$ cat config.mk
export PLATFORM = sky130hd
export DESIGN_NAME = hazard3_bus_arb
export DESIGN_NICKNAME = d
export VERILOG_FILES = /design/src/rtl/hazard3_arb_pkg.sv /design/src/rtl/hazard3_arb_fair_ctr.sv /design/src/rtl/hazard3_bus_arb.sv
export SDC_FILE = /design/constraint.sdc
export NUM_CORES = 1
export LEC_CHECK = 0
export BUFFER_PORTS_ARGS = -buffer_cell sky130_fd_sc_hd__buf_4
export CAP_MARGIN = 10
export CORE_AREA = 2 2 111 113
export CTS_CLUSTER_SIZE = 24
export DETAILED_ROUTE_END_ITERATION = 10
export DIE_AREA = 0 0 113 115
export MAX_ROUTING_LAYER = met4
export SETUP_SLACK_MARGIN = 0.15
export SLEW_MARGIN = 15
export SYNTH_ARGS = -nofsm -noshare
export SYNTH_HDL_FRONTEND = slang
export SYNTH_SLANG_ARGS = --single-unit
$ cat constraint.sdc
create_clock -name clk -period 1.2 [get_ports clk]
set_input_delay 0.12 -clock clk [delete_from_list [all_inputs] [get_ports clk]]
set_output_delay 0.12 -clock clk [all_outputs]
set_load 0.01 [all_outputs]
$ cat src/rtl/hazard3_arb_pkg.sv
// Shared types and constants for the Hazard3 two-master bus arbiter.
package hazard3_arb_pkg;

  typedef enum logic [1:0] {
    OWNER_NONE = 2'd0,
    OWNER_I    = 2'd1,
    OWNER_D    = 2'd2
  } owner_t;

  localparam logic MASTER_I = 1'b0;
  localparam logic MASTER_D = 1'b1;

  localparam int unsigned STREAK_W = 4;

endpackage

$ cat src/rtl/hazard3_arb_fair_ctr.sv
// Counts D grants won against a waiting I port; raises prio_i once the streak limit is hit.
module hazard3_arb_fair_ctr
  import hazard3_arb_pkg::*;
#(
  parameter int unsigned MAX_D_STREAK = 4
) (
  input  logic clk,
  input  logic rst_n,
  input  logic i_accept,
  input  logic d_accept,
  input  logic i_req,
  output logic prio_i
);

  localparam logic [STREAK_W-1:0] STREAK_LIMIT = STREAK_W'(MAX_D_STREAK);

  logic [STREAK_W-1:0] streak;

  // Saturates at the limit so priority stays with I until I is actually accepted
  always_ff @(posedge clk or negedge rst_n) begin
    if (!rst_n) begin
      streak <= '0;
    end else if (i_accept) begin
      streak <= '0;
    end else if (d_accept && i_req && (streak != STREAK_LIMIT)) begin
      streak <= streak + STREAK_W'(1);
    end
  end

  assign prio_i = (streak == STREAK_LIMIT);

endmodule

$ cat src/rtl/hazard3_bus_arb.sv
// Merges Hazard3 I-fetch and load/store ports onto one memory port, D > I priority.
// Define HAZARD3_ARB_FAIR_EN to bound D streaks so a waiting I port is eventually served.
module hazard3_bus_arb
  import hazard3_arb_pkg::*;
#(
  parameter int unsigned MAX_D_STREAK = 4
) (
  input  logic        clk,
  input  logic        rst_n,

  input  logic        i_aph_req,
  input  logic        i_aph_panic,
  input  logic [31:0] i_haddr,
  input  logic [2:0]  i_hsize,
  input  logic        i_priv,
  output logic        i_aph_ready,
  output logic        i_dph_ready,
  output logic        i_dph_err,
  output logic [31:0] i_rdata,

  input  logic        d_aph_req,
  input  logic        d_aph_excl,
  input  logic [31:0] d_haddr,
  input  logic [2:0]  d_hsize,
  input  logic        d_priv,
  input  logic        d_hwrite,
  input  logic [31:0] d_wdata,
  output logic        d_aph_ready,
  output logic        d_dph_ready,
  output logic        d_dph_err,
  output logic        d_dph_exokay,
  output logic [31:0] d_rdata,

  output logic        m_aph_req,
  output logic        m_aph_excl,
  output logic [31:0] m_haddr,
  output logic [2:0]  m_hsize,
  output logic        m_priv,
  output logic        m_hwrite,
  output logic [31:0] m_wdata,
  input  logic        m_aph_ready,
  input  logic        m_dph_ready,
  input  logic        m_dph_err,
  input  logic        m_dph_exokay,
  input  logic [31:0] m_rdata
);

  if (MAX_D_STREAK < 1 || MAX_D_STREAK > 15) begin : g_max_d_streak_range
    $error("MAX_D_STREAK must be in 1..15");
  end

  logic [1:0] req;
  logic [1:0] gnt;
  logic [1:0] lock;
  logic       i_held;
  logic       d_held;
  logic       prio_i;
  logic       aph_accept;
  owner_t     dph_owner;

  assign req[MASTER_I] = i_aph_req & rst_n;
  assign req[MASTER_D] = d_aph_req & rst_n;

  // A panicking I port may retarget its stalled address, so its lock is void
  assign i_held = lock[MASTER_I] & req[MASTER_I] & ~i_aph_panic;
  assign d_held = lock[MASTER_D] & req[MASTER_D];

  always_comb begin
    gnt = '0;
    if (d_held) begin
      gnt[MASTER_D] = 1'b1;
    end else if (i_held) begin
      gnt[MASTER_I] = 1'b1;
    end else if (req[MASTER_D] && !(prio_i && req[MASTER_I])) begin
      gnt[MASTER_D] = 1'b1;
    end else if (req[MASTER_I]) begin
      gnt[MASTER_I] = 1'b1;
    end
  end

`ifdef HAZARD3_ARB_FAIR_EN
  hazard3_arb_fair_ctr #(
    .MAX_D_STREAK (MAX_D_STREAK)
  ) u_fair_ctr (
    .clk      (clk),
    .rst_n    (rst_n),
    .i_accept (i_aph_ready),
    .d_accept (d_aph_ready),
    .i_req    (req[MASTER_I]),
    .prio_i   (prio_i)
  );
`else
  assign prio_i = 1'b0;
`endif

  always_comb begin
    m_aph_excl = 1'b0;
    m_haddr    = '0;
    m_hsize    = '0;
    m_priv     = 1'b0;
    m_hwrite   = 1'b0;
    if (gnt[MASTER_D]) begin
      m_aph_excl = d_aph_excl;
      m_haddr    = d_haddr;
      m_hsize    = d_hsize;
      m_priv     = d_priv;
      m_hwrite   = d_hwrite;
    end else if (gnt[MASTER_I]) begin
      m_haddr    = i_haddr;
      m_hsize    = i_hsize;
      m_priv     = i_priv;
    end
  end

  assign m_aph_req   = |gnt;
  assign i_aph_ready = gnt[MASTER_I] & m_aph_ready;
  assign d_aph_ready = gnt[MASTER_D] & m_aph_ready;
  assign aph_accept  = m_aph_req & m_aph_ready;

  // Lock and data-phase owner; acceptance takes precedence over completion
  always_ff @(posedge clk or negedge rst_n) begin
    if (!rst_n) begin
      lock      <= '0;
      dph_owner <= OWNER_NONE;
    end else begin
      lock <= m_aph_ready ? 2'b00 : gnt;
      if (aph_accept) begin
        dph_owner <= gnt[MASTER_D] ? OWNER_D : OWNER_I;
      end else if (m_dph_ready) begin
        dph_owner <= OWNER_NONE;
      end
    end
  end

  assign i_dph_ready  = (dph_owner == OWNER_I) && m_dph_ready;
  assign i_dph_err    = (dph_owner == OWNER_I) && m_dph_err;
  assign d_dph_ready  = (dph_owner == OWNER_D) && m_dph_ready;
  assign d_dph_err    = (dph_owner == OWNER_D) && m_dph_err;
  assign d_dph_exokay = (dph_owner == OWNER_D) && m_dph_exokay;
  assign m_wdata      = (dph_owner == OWNER_D) ? d_wdata : 32'h0;
  assign i_rdata      = rst_n ? m_rdata : 32'h0;
  assign d_rdata      = rst_n ? m_rdata : 32'h0;

endmodule

======== Yosys cells after proc, flatten, opt, wreduce, memory -nomap -nowiden ========
Index checks and enable logic that the tools add are counted.
word-level totals
  word-level logic and storage cells ...... 41
  flip-flop bits (word level) ............. 4
  memories kept ........................... 0
  latch bits .............................. 0
  output and inout bits ................... 142
  ROM bits ................................ 0
  RAM bits ................................ 0
cells by class
  div/mod/pow operators ................... 0
  add/sub/neg operators ................... 0
  shift operators ......................... 0
  bitwise gates (word level) .............. 9
  reduce and logical (&&, ||, !) cells .... 7
  $mul .................................... 0
  $lt $le $gt $ge ......................... 0
  multiplexer cells ....................... 21
  equal/unequal tests ..................... 2
operators with widths
  cell                number
  $mux 32             4
  $mux 1              11
  $and 1x1->1         8
  $mux 2              4
  $mux 3              2
  $logic_and 1x1->1   5
  $eq 2x1->1 const B  1
  $eq 2x2->1 const B  1
  $reduce_bool 2->1   1
  $reduce_or 2->1     1
  $not 1->1           1

======== Depth between registers and ports, before layout ========
Gate-level depths: netlist (run 1).
  depth in word-level cells ............... 8
  mapped depth ............................ 5
  depth with buffers taken out ............ 3

======== Worst setup path before layout (run 1) ========
OpenSTA, ideal clock, no wires.
  path type ............................... register to output
  from .................................... register lock[1]
  to ...................................... output m_haddr[0]
  path slack .............................. -0.191 ns
  arrival time ............................ 1.271 ns
  stages on the path, launching flop included .. 5
  cells stage by stage .................... dfrtp_1 > or3b_4 > a21oi_4 > buf_6 > a22o_1
between the ends
  longest elaborated chain between the ends .. 4
  elaborated cells on any way between the ends .. 5
  those cells by class .................... mux (4); bitwise (1)
RTL lines
  item                    line                    text
  from (decl)             hazard3_bus_arb.sv:54   logic [1:0] lock;
  from (signal assigned)  hazard3_bus_arb.sv:126  lock <= m_aph_ready ? 2'b00 : gnt;
  $and 1x1->1 *           hazard3_bus_arb.sv:66   assign d_held = lock[MASTER_D] & req[MASTER_D];
  $mux 1                  hazard3_bus_arb.sv:70   if (d_held) begin
  $mux 32                 hazard3_bus_arb.sv:108  end else if (gnt[MASTER_I]) begin
  $mux 32 *               hazard3_bus_arb.sv:102  if (gnt[MASTER_D]) begin
  to (decl)               hazard3_bus_arb.sv:36   output logic [31:0] m_haddr,
Every way passes the cells marked *; elsewhere a longest branch is shown, timed or not.

======== Worst setup path in the final report (run 1) ========
  from .................................... register lock[1]
  to ...................................... output m_haddr[10]
The elaborated chain is that of the path after synthesis.

==> flow_summary_export.csv, run 1 <==
group,metric,value,unit
die,dieWidth,113,µm
placed_design,detailed_place_hpwl,6.888,mm
timing,hold_viol_final,0,
global_route,grt_max_degree,34,
setup_path,worstReg2RegEnd,"dph_owner[0]$_DFFE_PN0P_",
synth,synth_top_area_cell,"and2_1",
detailed_routing,via_count,2372,
setup_path,setup.worst_path.class,"reg2out",
setup_path,crit_chain,"or3b_4, a21oi_4, buf_12, a22o_1, buf_4",
setup_path,crit_fanout,30,
job,maxCapViolCount,0,
setup_path,rrSetupSlack,-0.23,ns
detailed_routing,first_iter_violations,71,
placed_design,dp.cells,572,
die,chipHeight,115,µm
synth,synth.area.top_cells,"and2_1 33%, a22o_1 24%, buf_4 18%",
pwr,power_frac_clock,24.5,%
final_layout,final_cells,590,
clock_tree,ctsRootBufferMaster,"clkbuf_16",
setup_path,r2r-start,"lock[1]$_DFF_PN0_",
worst_hold_path,hold_class,"in2reg",
timing,worst_pin_slew,0.2464,ns
pwr,p_sw_share,30.23,%
synth,ys.warnings.count,0,
final_layout,synthToLayoutAreaGrowth,199.0,%
die,core_area,11810,µm²
pwr,ir_drop,343.4,µV
timing,slew_headroom,83.54,%
die,initial_utilization,11.13,%
global_route,grt_pass1_wl,11.37,mm
worst_hold_path,holdPathStages,3,
synth,synthXorXnorAreaFrac,0,%
clock_tree,clkSinkCount,4,
worst_hold_path,min_to,"lock[1]$_DFF_PN0_",
global_route,gr-usage-all-layers,11.52,%
clock_tree,clock_latency,0.22,ns
timing,slew_violations,0,
clock_tree,path_clk_slew,0.03,ns
clock_tree,ctsHtreeMaxLevel,1,
placed_design,port_buffers,288,
final_layout,drive_gt1_share,79.01,%
timing,finalSetupViolations,81,
final_layout,nNetsFinal,592,
detailed_routing,via_per_inst,4.020,
clock_tree,numCtsBuffers,3,
outcome,violations,"DRC, setup timing",
die,die_area,13000,µm²
synth,synth_top_family_by_area,"simple AND/OR/NAND/NOR gates",
detailed_routing,drc,18,
detailed_routing,wl_per_cell,15.75,µm
detailed_routing,drt_pass1_iterations,7,
synth,synth_top_area_share,33.30,%
pwr,power_frac_comb,68.3,%
global_route,antenna_found_initial,0,
timing,skew,0.001397,ns
final_layout,multi_input_area,1041,µm²
final_layout,nFillCells,1206,
setup_path,max_stage_delay,0.38,ns
pwr,p_int,1.459,mW
pwr,p_sw,632.1,µW
timing,rsz0062_at_grt,"true",
setup_path,start_kind,"register",
setup_path,crit_arrival,1.65,ns
outcome,status,"finished, violations left",
pwr,p_leak,2.151,nW
die,rows,40,
setup_path,worstSetupEndpointType,"output pin",
synth,synth_nets,321,
global_route,grt-ovfl-total,0,
die,io_pins,289,
timing,max_freq,0.5655,GHz
clock_tree,cts_buffer_depth,2,
synth,synth_cell_types,20,
synth,synth.cell_area,1315,µm²
final_layout,utilization,33.28,%
synth,netlist_instances,174,
worst_hold_path,hp-start,"m_aph_ready",
synth,synth_fa_ha_area_share,0,%
pwr,power_density,531.9,nW/µm²
synth,synth_area_per_cell,7.558,µm²
setup_path,cp_slowest_cell,"or3b_4",
setup_path,ff2ff_path_depth,5,
placed_design,gp_congestion,0.7498,
final_layout,antenna_cells,0,
timing,layout_setup_ws,-0.5683,ns
synth,synth_simple_gate_area_share,39.30,%
pwr,pwr-share-seq,7.2,%
synth,synth_compound_area_share,27.31,%
setup_path,required,1.08,ns
synth,muxShareOfSynthArea,0,%
final_layout,ff_latch_area,101.3,µm²
clock_tree,cts_tree,"built",
global_route,first_global_vias,2116,
synth,yosysSeqAreaShare,7.612,%
timing,fin_crit,1.768,ns
detailed_routing,drtAntennaViolNets,0,
synth,ys_seq_elements,4,
detailed_routing,wirelength,9.293,mm
timing,period_share,147.4,%
-- kinds of logic (layout without fill, tap and decap cells) --
group | after synthesis | after routing
AND/OR/NAND/NOR | 81 | 86
flip-flops | 4 | 4
AO/OA/AOI/OAI | 41 | 41
buffers and inverters | 48 | 312
-- routing by layer --
metal,wire length [µm],GRT usage [%]
met5,0,-
met4,115,1.463
met3,957,3.848
met2,5113,21.56
met1,3106,12.09
-- how the worst max path moves through the flow --
| stage | from | slack [ns] | endpoint |
|---|---|---|---|
| after floorplan | lock[1]$_DFF_PN0_ | -0.16 | m_haddr[0] |
| after CTS | lock[1]$_DFF_PN0_ | -0.57 | m_haddr[10] |
| after global placement | lock[1]$_DFF_PN0_ | -0.31 | m_haddr[10] |
| after detailed placement | dph_owner[0]$_DFFE_PN0P_ | -0.36 | m_wdata[19] |
| after global routing | lock[1]$_DFF_PN0_ | -0.63 | m_haddr[20] |
| final | lock[1]$_DFF_PN0_ | -0.57 | m_haddr[10] |
-- registers in the layout, summed over array words and instances, names as in the netlist --
register,flops
lock,2
dph_owner,2
-- critical path, delay by kind of cell, from the launching register on --
kind                   cells  cell delay, ns
buffers and inverters      2            0.31
AOI/OAI and AO/OA          2            0.35
DFF                        1            0.36
and+or+nand+nor            1            0.38
-- Yosys cell counts --
library cell and n:
a21oi_1 2, or3b_4 1, nor2b_1 2, a21oi_4 1, buf_6 5, nor3b_1 1, a32o_1 1, and3b_1 1
nand4bb_1 1, nand2_1 2, and2b_1 1, and2_1 70, buf_4 32, dfrtp_1 4, clkbuf_1 8, buf_2 1
inv_1 2, o21a_1 1, and3_1 2, a22o_1 36
-- power by group through the flow --
stage | sequential (mW) | combinational, mW | clock, mW
final | 0.151 | 1.43 | 0.511
after CTS | 0.153 | 1.28 | 0.524
after floorplan | 0.148 | 0.483 | 0
after global placement | 0.147 | 1.21 | 0
after global routing | 0.151 | 1.51 | 0.536
after detailed placement | 0.147 | 1.22 | 0
-- timing repair --
action / CTS / global route
pin swaps: 7 / 25
cloned: 4 / 4
hold buffers: 1 / 0
resized for setup: 17 / 56
endpoints found under the setup margin: 81 / 94
setup buffers: 2 / 4
hold endpoints to repair: 4 / 0
-- area by class of cell --
type,count,area share (%)
Clock buffer,3,1.910
Inverter,2,0.1910
Multi-Input combinational cell,127,26.48
Sequential cell,4,2.578
Tap cell,147,4.679
Timing Repair Buffer,307,64.16
-- through the flow --
stage / hold WS, ns / setup TNS, ns / power (mW) / cell area (µm²) / setup slack (ns)
2_1_floorplan: -0.1756 / -6.140 / 0.6305 / 1340 / -0.1622
3_3_place_gp: 0.06264 / -20.23 / 1.354 / 3425 / -0.3109
3_5_place_dp: 0.06752 / -23.77 / 1.364 / 3425 / -0.3646
4_1_cts: 0.2102 / -26.54 / 1.959 / 3637 / -0.5701
5_1_grt: 0.2219 / -34.08 / 2.197 / 3931 / -0.6311
6_report: 0.2071 / -29.64 / 2.091 / 3931 / -0.5683
-- layout by cell type, fill, tap and decap left out, types with 2 or more instances in the layout --
| master | Yosys | final |
|---|---|---|
| inv_1 | 2 | 2 |
| a21oi_1 | 2 | 2 |
| clkbuf_16 | 0 | 5 |
| nor2b_4 | 0 | 4 |
| and2_1 | 70 | 41 |
| a22o_1 | 36 | 36 |
| buf_4 | 32 | 263 |
| buf_6 | 5 | 38 |
| dfrtp_1 | 4 | 3 |
| and3_4 | 0 | 3 |
| buf_12 | 0 | 3 |
| and2_4 | 0 | 29 |
| nand2_1 | 2 | 2 |
Note: power is estimated with default switching activity, not from simulation.
==> inputs of run 2 (changes only) <==
--- a/config.mk
+++ b/config.mk
@@ -5,6 +5,7 @@
 export SDC_FILE = /design/constraint.sdc
 export NUM_CORES = 1
 export LEC_CHECK = 0
+export ABC_AREA = 1
 export BUFFER_PORTS_ARGS = -buffer_cell sky130_fd_sc_hd__buf_4
 export CAP_MARGIN = 10
 export CORE_AREA = 2 2 111 113
==> run 2 against run 1 <==
  * The run still ends with DRC, setup timing left
  * Power increased by 16%
  * Clock-buffer cell count unchanged
  * Combinational power increased by 24%
  * Clock skew decreased by 0.0013 ns
  * Sequential cell count unchanged
  * Die area unchanged
  * Critical path depth increased by 2
  * Synthesized cell count increased by 94%
  * Critical path type unchanged
  * Largest cell class unchanged
  * Highest routed layer unchanged
==> flow_summary_export.csv, run 2 <==
group,metric,value,unit
timing,rsz0062_at_grt,"true",
final_layout,mostFrequentLayoutCells,"255 x buf_4, 73 x inv_1, 52 x nand3_1",
final_layout,drive_gt1_share,69.87,%
synth,synthFlopType,"dfrtp_1",
final_layout,antenna_cells,0,
timing,period_share,121.6,%
detailed_routing,via_per_inst,3.945,
outcome,violations,"DRC, setup timing",
global_route,met3_usage,1.792,%
global_route,grt-ovfl-total,0,
final_layout,mostFrequentLayoutCell,"buf_4",
final_layout,nFillCells,1235,
setup_path,setup.worst_path.class,"reg2out",
pwr,power_frac_clock,21.0,%
timing,skew,0.0001422,ns
setup_path,required,1.08,ns
synth,netlist_instances,337,
synth,synth-edff-count,0,
clock_tree,ctsHtreeMaxLevel,1,
setup_path,crit_arrival,1.34,ns
clock_tree,cts_tree,"built",
final_layout,utilization,41.04,%
detailed_routing,drtAntennaViolNets,0,
synth,async_flop_share,100.0,%
timing,slew_violations,0,
pwr,p_int,1.573,mW
pwr,finalPower,2.433,mW
detailed_routing,via_count,2963,
global_route,met1_usage,16.64,%
global_route,gr-usage-met2,25.35,%
synth,synth_nets,484,
clock_tree,clock_latency,0.22,ns
timing,hold_viol_final,0,
final_layout,nNetsFinal,753,
outcome,status,"finished, violations left",
synth,synth.most_common_cell,"nand2_1",
synth,yosysSeqAreaShare,5.674,%
worst_hold_path,hold_class,"in2reg",
timing,finalSetupViolations,78,
die,dieWidth,113,µm
timing,slew_headroom,84.91,%
clock_tree,ctsRootBufferMaster,"clkbuf_16",
global_route,antenna_found_initial,0,
global_route,grt_pass1_wl,14.39,mm
pwr,pwr-share-seq,6.2,%
synth,ys_seq_elements,4,
pwr,p_sw_share,35.36,%
final_layout,ff_latch_area,101.3,µm²
detailed_routing,wl_per_cell,13.11,µm
pwr,p_sw,860.2,µW
detailed_routing,first_iter_violations,113,
detailed_routing,drt_pass1_iterations,7,
clock_tree,numCtsBuffers,3,
die,rows,40,
final_layout,multi_input_area,1368,µm²
setup_path,crit_fanout,25,
die,initial_utilization,14.94,%
global_route,grt_max_degree,37,
pwr,power_density,501.9,nW/µm²
placed_design,gp_congestion,0.7644,
pwr,p_leak,2.822,nW
die,io_pins,289,
synth,synth_area_per_cell,5.235,µm²
final_layout,synthToLayoutAreaGrowth,174.8,%
die,die_area,13000,µm²
synth,synth_top_area_share,16.81,%
synth,ys.warnings.count,0,
placed_design,detailed_place_hpwl,7.523,mm
timing,worst_pin_slew,0.2264,ns
global_route,grt_busiest_layer,"met2",
clock_tree,clkSinkCount,4,
global_route,first_global_vias,2867,
detailed_routing,drc,11,
die,core_area,11810,µm²
synth,synth_top_area_cell,"nand2_1",
synth,synth.area.top_cells,"nand2_1 17%, inv_1 16%, nand3_1 15%",
setup_path,start_kind,"register",
synth,synth_common_cells,"79 x nand2_1, 77 x inv_1, 54 x nand3_1",
detailed_routing,wirelength,9.842,mm
die,chipHeight,115,µm
timing,whs,0.1200,ns
setup_path,worstSetupEndpointType,"output pin",
job,maxCapViolCount,0,
pwr,power_frac_comb,72.9,%
placed_design,port_buffers,288,
final_layout,top_regs,"dph_owner (2), lock (2)",
timing,fin_crit,1.459,ns
timing,layout_setup_ws,-0.2595,ns
timing,max_freq,0.6852,GHz
synth,synth_cell_types,16,
synth,synth.cell_area,1764,µm²
clock_tree,cts_buffer_depth,2,
pwr,ir_drop,265.7,µV
global_route,gr-usage-all-layers,13.90,%
clock_tree,path_clk_slew,0.03,ns
run 2: critical path, stage by stage, from the launching register on:
cell     delay, ns
dfrtp_1       0.37
nand2_1       0.07
inv_2         0.04
nor2_4        0.13
buf_12        0.21
nand3_1       0.11
nand2_2       0.07
buf_4         0.11
run 2: cell type report:
| class | instances | area share (%) |
|---|---|---|
| Timing Repair Buffer | 319 | 58.31 |
| Multi-Input combinational cell | 200 | 28.21 |
| Inverter | 78 | 6.040 |
| Sequential cell | 4 | 2.091 |
| Clock buffer | 3 | 1.549 |
| Tap cell | 147 | 3.795 |
run 2: path summary, 6_finish.rpt:
path,slack (ns),to,from,cells after the start
setup reg to reg,0.06,dph_owner[1]$_DFFE_PN0P_,lock[1]$_DFF_PN0_,6
max in group asynchronous,0.58,dph_owner[1]$_DFFE_PN0P_,rst_n,3
min in group asynchronous,0.38,lock[1]$_DFF_PN0_,rst_n,3
setup / recovery,-0.26,m_haddr[19],lock[1]$_DFF_PN0_,7
hold reg to reg,0.70,lock[1]$_DFF_PN0_,lock[1]$_DFF_PN0_,4
hold / removal,0.12,lock[1]$_DFF_PN0_,m_aph_ready,2
run 2: per-layer routing:
layer	vias to the layer above	wire, µm
met3	6	739
met2	135	5263
li1	1496	-
met5	-	0
met1	1326	3773
met4	0	65
run 2: stage by stage:
stage,setup WS [ns],cell area (µm²),TNS (ns),instances
global placement,-0.02295,3950,-0.08795,728
finish,-0.2595,4847,-14.84,751
CTS,-0.2627,4667,-14.51,748
detailed placement,-0.02586,3950,-0.1225,728
global route,-0.3677,4847,-20.90,751
floorplan,0.1207,1871,0,337
run 2: power by group through the flow:
stage	combinational, mW	clock, mW	sequential, mW
3_3_place_gp	1.37	0	0.148
2_1_floorplan	0.595	0	0.147
4_1_cts	1.69	0.523	0.150
6_report	1.77	0.510	0.150
5_1_grt	1.89	0.532	0.151
3_5_place_dp	1.37	0	0.148
run 2: cell families (layout without fill, tap and decap cells):
family | after synthesis | in the layout | synth area share [%]
and+or+nand+nor | 198 | 198 | 53.76
buffers and inverters | 133 | 400 | 39.72
DFF | 4 | 4 | 5.674
AOI/OAI and AO/OA | 2 | 2 | 0.8508
run 2: repair_timing:
| item | in CTS | in global routing |
|---|---|---|
| hold buffers | 2 | 0 |
| resized for setup | 104 | 34 |
| endpoints found under the setup margin | 80 | 81 |
| pin swaps | 2 | 2 |
| setup buffers | 9 | 3 |
| endpoints found under the hold margin | 4 | 0 |
| cloned | 6 | 0 |
==> inputs of run 3 (changes only) <==
--- a/config.mk
+++ b/config.mk
@@ -14,6 +14,7 @@
 export DIE_AREA = 0 0 113 115
 export MAX_ROUTING_LAYER = met4
 export SETUP_SLACK_MARGIN = 0.15
+export SKIP_CTS_REPAIR_TIMING = 1
 export SLEW_MARGIN = 15
 export SYNTH_ARGS = -nofsm -noshare
 export SYNTH_HDL_FRONTEND = slang
==> run 3 against run 2 <==
  * The run still ends with DRC, setup timing left
  * Via count is 0.27% lower
  * Register-to-register slack better by 0.06 ns
  * Die area unchanged
  * Critical endpoint unchanged
  * Largest cell class unchanged
  * Largest power group unchanged
==> flow_summary_export.csv, run 3 (synthesis gave the netlist of run 2 again) <==
group,metric,value,unit
detailed_routing,drtAntennaViolNets,0,
final_layout,mostFrequentLayoutCell,"buf_4",
global_route,first_global_vias,2637,
job,maxCapViolCount,0,
timing,finalSetupViolations,78,
detailed_routing,wl_met3,785,µm
clock_tree,ctsHtreeMaxLevel,1,
detailed_routing,drt_pass1_iterations,7,
timing,fin_crit,1.464,ns
timing,setup_tns,-10.96,ns
detailed_routing,first_iter_violations,134,
global_route,grt_max_degree,37,
outcome,violations,"DRC, setup timing",
setup_path,crit_arrival,1.34,ns
worst_hold_path,hold_class,"in2reg",
global_route,gr-usage-all-layers,12.34,%
setup_path,crit_fanout,25,
outcome,status,"finished, violations left",
detailed_routing,via_count,2955,
final_layout,antenna_cells,0,
final_layout,nNetsFinal,743,
detailed_routing,wl_per_cell,13.25,µm
clock_tree,ctsRootBufferMaster,"clkbuf_16",
final_layout,utilization,39.08,%
timing,worst_pin_slew,0.2652,ns
timing,skew,0.0001276,ns
final_layout,synthToLayoutAreaGrowth,161.6,%
pwr,p_int,1.473,mW
pwr,power_frac_clock,22.1,%
die,initial_utilization,14.94,%
setup_path,setup.worst_path.class,"reg2out",
detailed_routing,wirelength,9.815,mm
timing,layout_setup_ws,-0.2641,ns
clock_tree,cts_buffer_depth,2,
clock_tree,path_clk_slew,0.03,ns
pwr,p_sw_share,36.06,%
die,chipHeight,115,µm
pwr,finalPower,2.304,mW
final_layout,mostFrequentLayoutCells,"258 x buf_4, 75 x inv_1, 52 x nand3_1",
pwr,ir_drop,265.7,µV
placed_design,port_buffers,288,
clock_tree,numCtsBuffers,3,
detailed_routing,dr_wl_met2,5.256,mm
timing,period_share,122.0,%
timing,max_freq,0.6830,GHz
timing,slew_headroom,82.30,%
pwr,power_density,499.1,nW/µm²
die,core_area,11810,µm²
detailed_routing,drc,11,
die,io_pins,289,
placed_design,detailed_place_hpwl,7.523,mm
die,rows,40,
placed_design,gp_congestion,0.7644,
clock_tree,cts_tree,"built",
timing,slew_violations,0,
detailed_routing,routed.top_layer,"met4",
placed_design,post-place-ws,-0.02586,ns
setup_path,start_kind,"register",
final_layout,top_regs,"dph_owner (2), lock (2)",
setup_path,worstSetupEndpointType,"output pin",
clock_tree,clock_latency,0.22,ns
pwr,power_frac_comb,71.3,%
timing,rsz0062_at_grt,"true",
global_route,antenna_found_initial,0,
setup_path,required,1.08,ns
die,dieWidth,113,µm
clock_tree,clkSinkCount,4,
pwr,p_leak,2.730,nW
die,die_area,13000,µm²
global_route,grt_pass1_wl,12.90,mm
detailed_routing,via_per_inst,3.988,
global_route,grt-ovfl-total,0,
final_layout,drive_gt1_share,68.86,%
pwr,pwr-share-seq,6.5,%
detailed_routing,wl_met1,3.700,mm
final_layout,nFillCells,1260,
pwr,p_sw,830.6,µW
timing,hold_viol_final,0,
[run 3: changes by cell type in the layout (fill, tap and decap cells not counted), sizes merged]
cell and change:
buf -13, clkbuf +3
[run 3: worst max-delay path, cell delays in order, from the launching register on]
cell and delay [ns]:
dfrtp_1 0.36, nand2_1 0.07, inv_2 0.04, nor2_4 0.13, buf_12 0.21, nand3_1 0.11, nand2_2 0.07, buf_4 0.11
[run 3: routing by layer]
metal | track usage [%] | vias to the layer above
met3 | 1.898 | 6
met5 | - | -
met1 | 14.71 | 1328
met4 | 1.870 | 0
li1 | - | 1476
met2 | 22.40 | 145
[run 3: layout make-up]
type,count,area [µm²],area share (%)
Clock buffer,3,75.07,1.626
Inverter,78,292.8,6.343
Multi-Input combinational cell,200,1339,29.01
Sequential cell,4,101.3,2.196
Tap cell,147,183.9,3.985
Timing Repair Buffer,309,2624,56.84
[run 3: power groups by stage]
stage,Clock [mW],Sequential [mW],Combinational (mW)
2_1_floorplan,0,0.147,0.595
5_1_grt,0.532,0.152,1.75
6_report,0.510,0.151,1.64
3_3_place_gp,0,0.148,1.37
4_1_cts,0.523,0.147,1.37
3_5_place_dp,0,0.148,1.37
[run 3: stage by stage]
step | cells | cell area (µm²) | hold slack, ns
after floorplan | 337 | 1871 | -0.1756
after global placement | 728 | 3950 | 0.08485
after detailed placement | 728 | 3950 | 0.07466
after CTS | 731 | 4025 | -0.1572
after global routing | 741 | 4616 | 0.1231
final | 741 | 4616 | 0.1170
[run 3: final timing paths]
| kind | cells after the start | end | from | slack [ns] |
|---|---|---|---|---|
| max | 7 | m_haddr[19] | lock[1]$_DFF_PN0_ | -0.26 |
| min | 2 | lock[1]$_DFF_PN0_ | m_aph_ready | 0.12 |
| max reg2reg | 7 | dph_owner[0]$_DFFE_PN0P_ | lock[1]$_DFF_PN0_ | 0.12 |
| min reg2reg | 2 | dph_owner[1]$_DFFE_PN0P_ | dph_owner[1]$_DFFE_PN0P_ | 0.62 |
| max in group asynchronous | 3 | dph_owner[1]$_DFFE_PN0P_ | rst_n | 0.59 |
| min in group asynchronous | 3 | lock[1]$_DFF_PN0_ | rst_n | 0.38 |
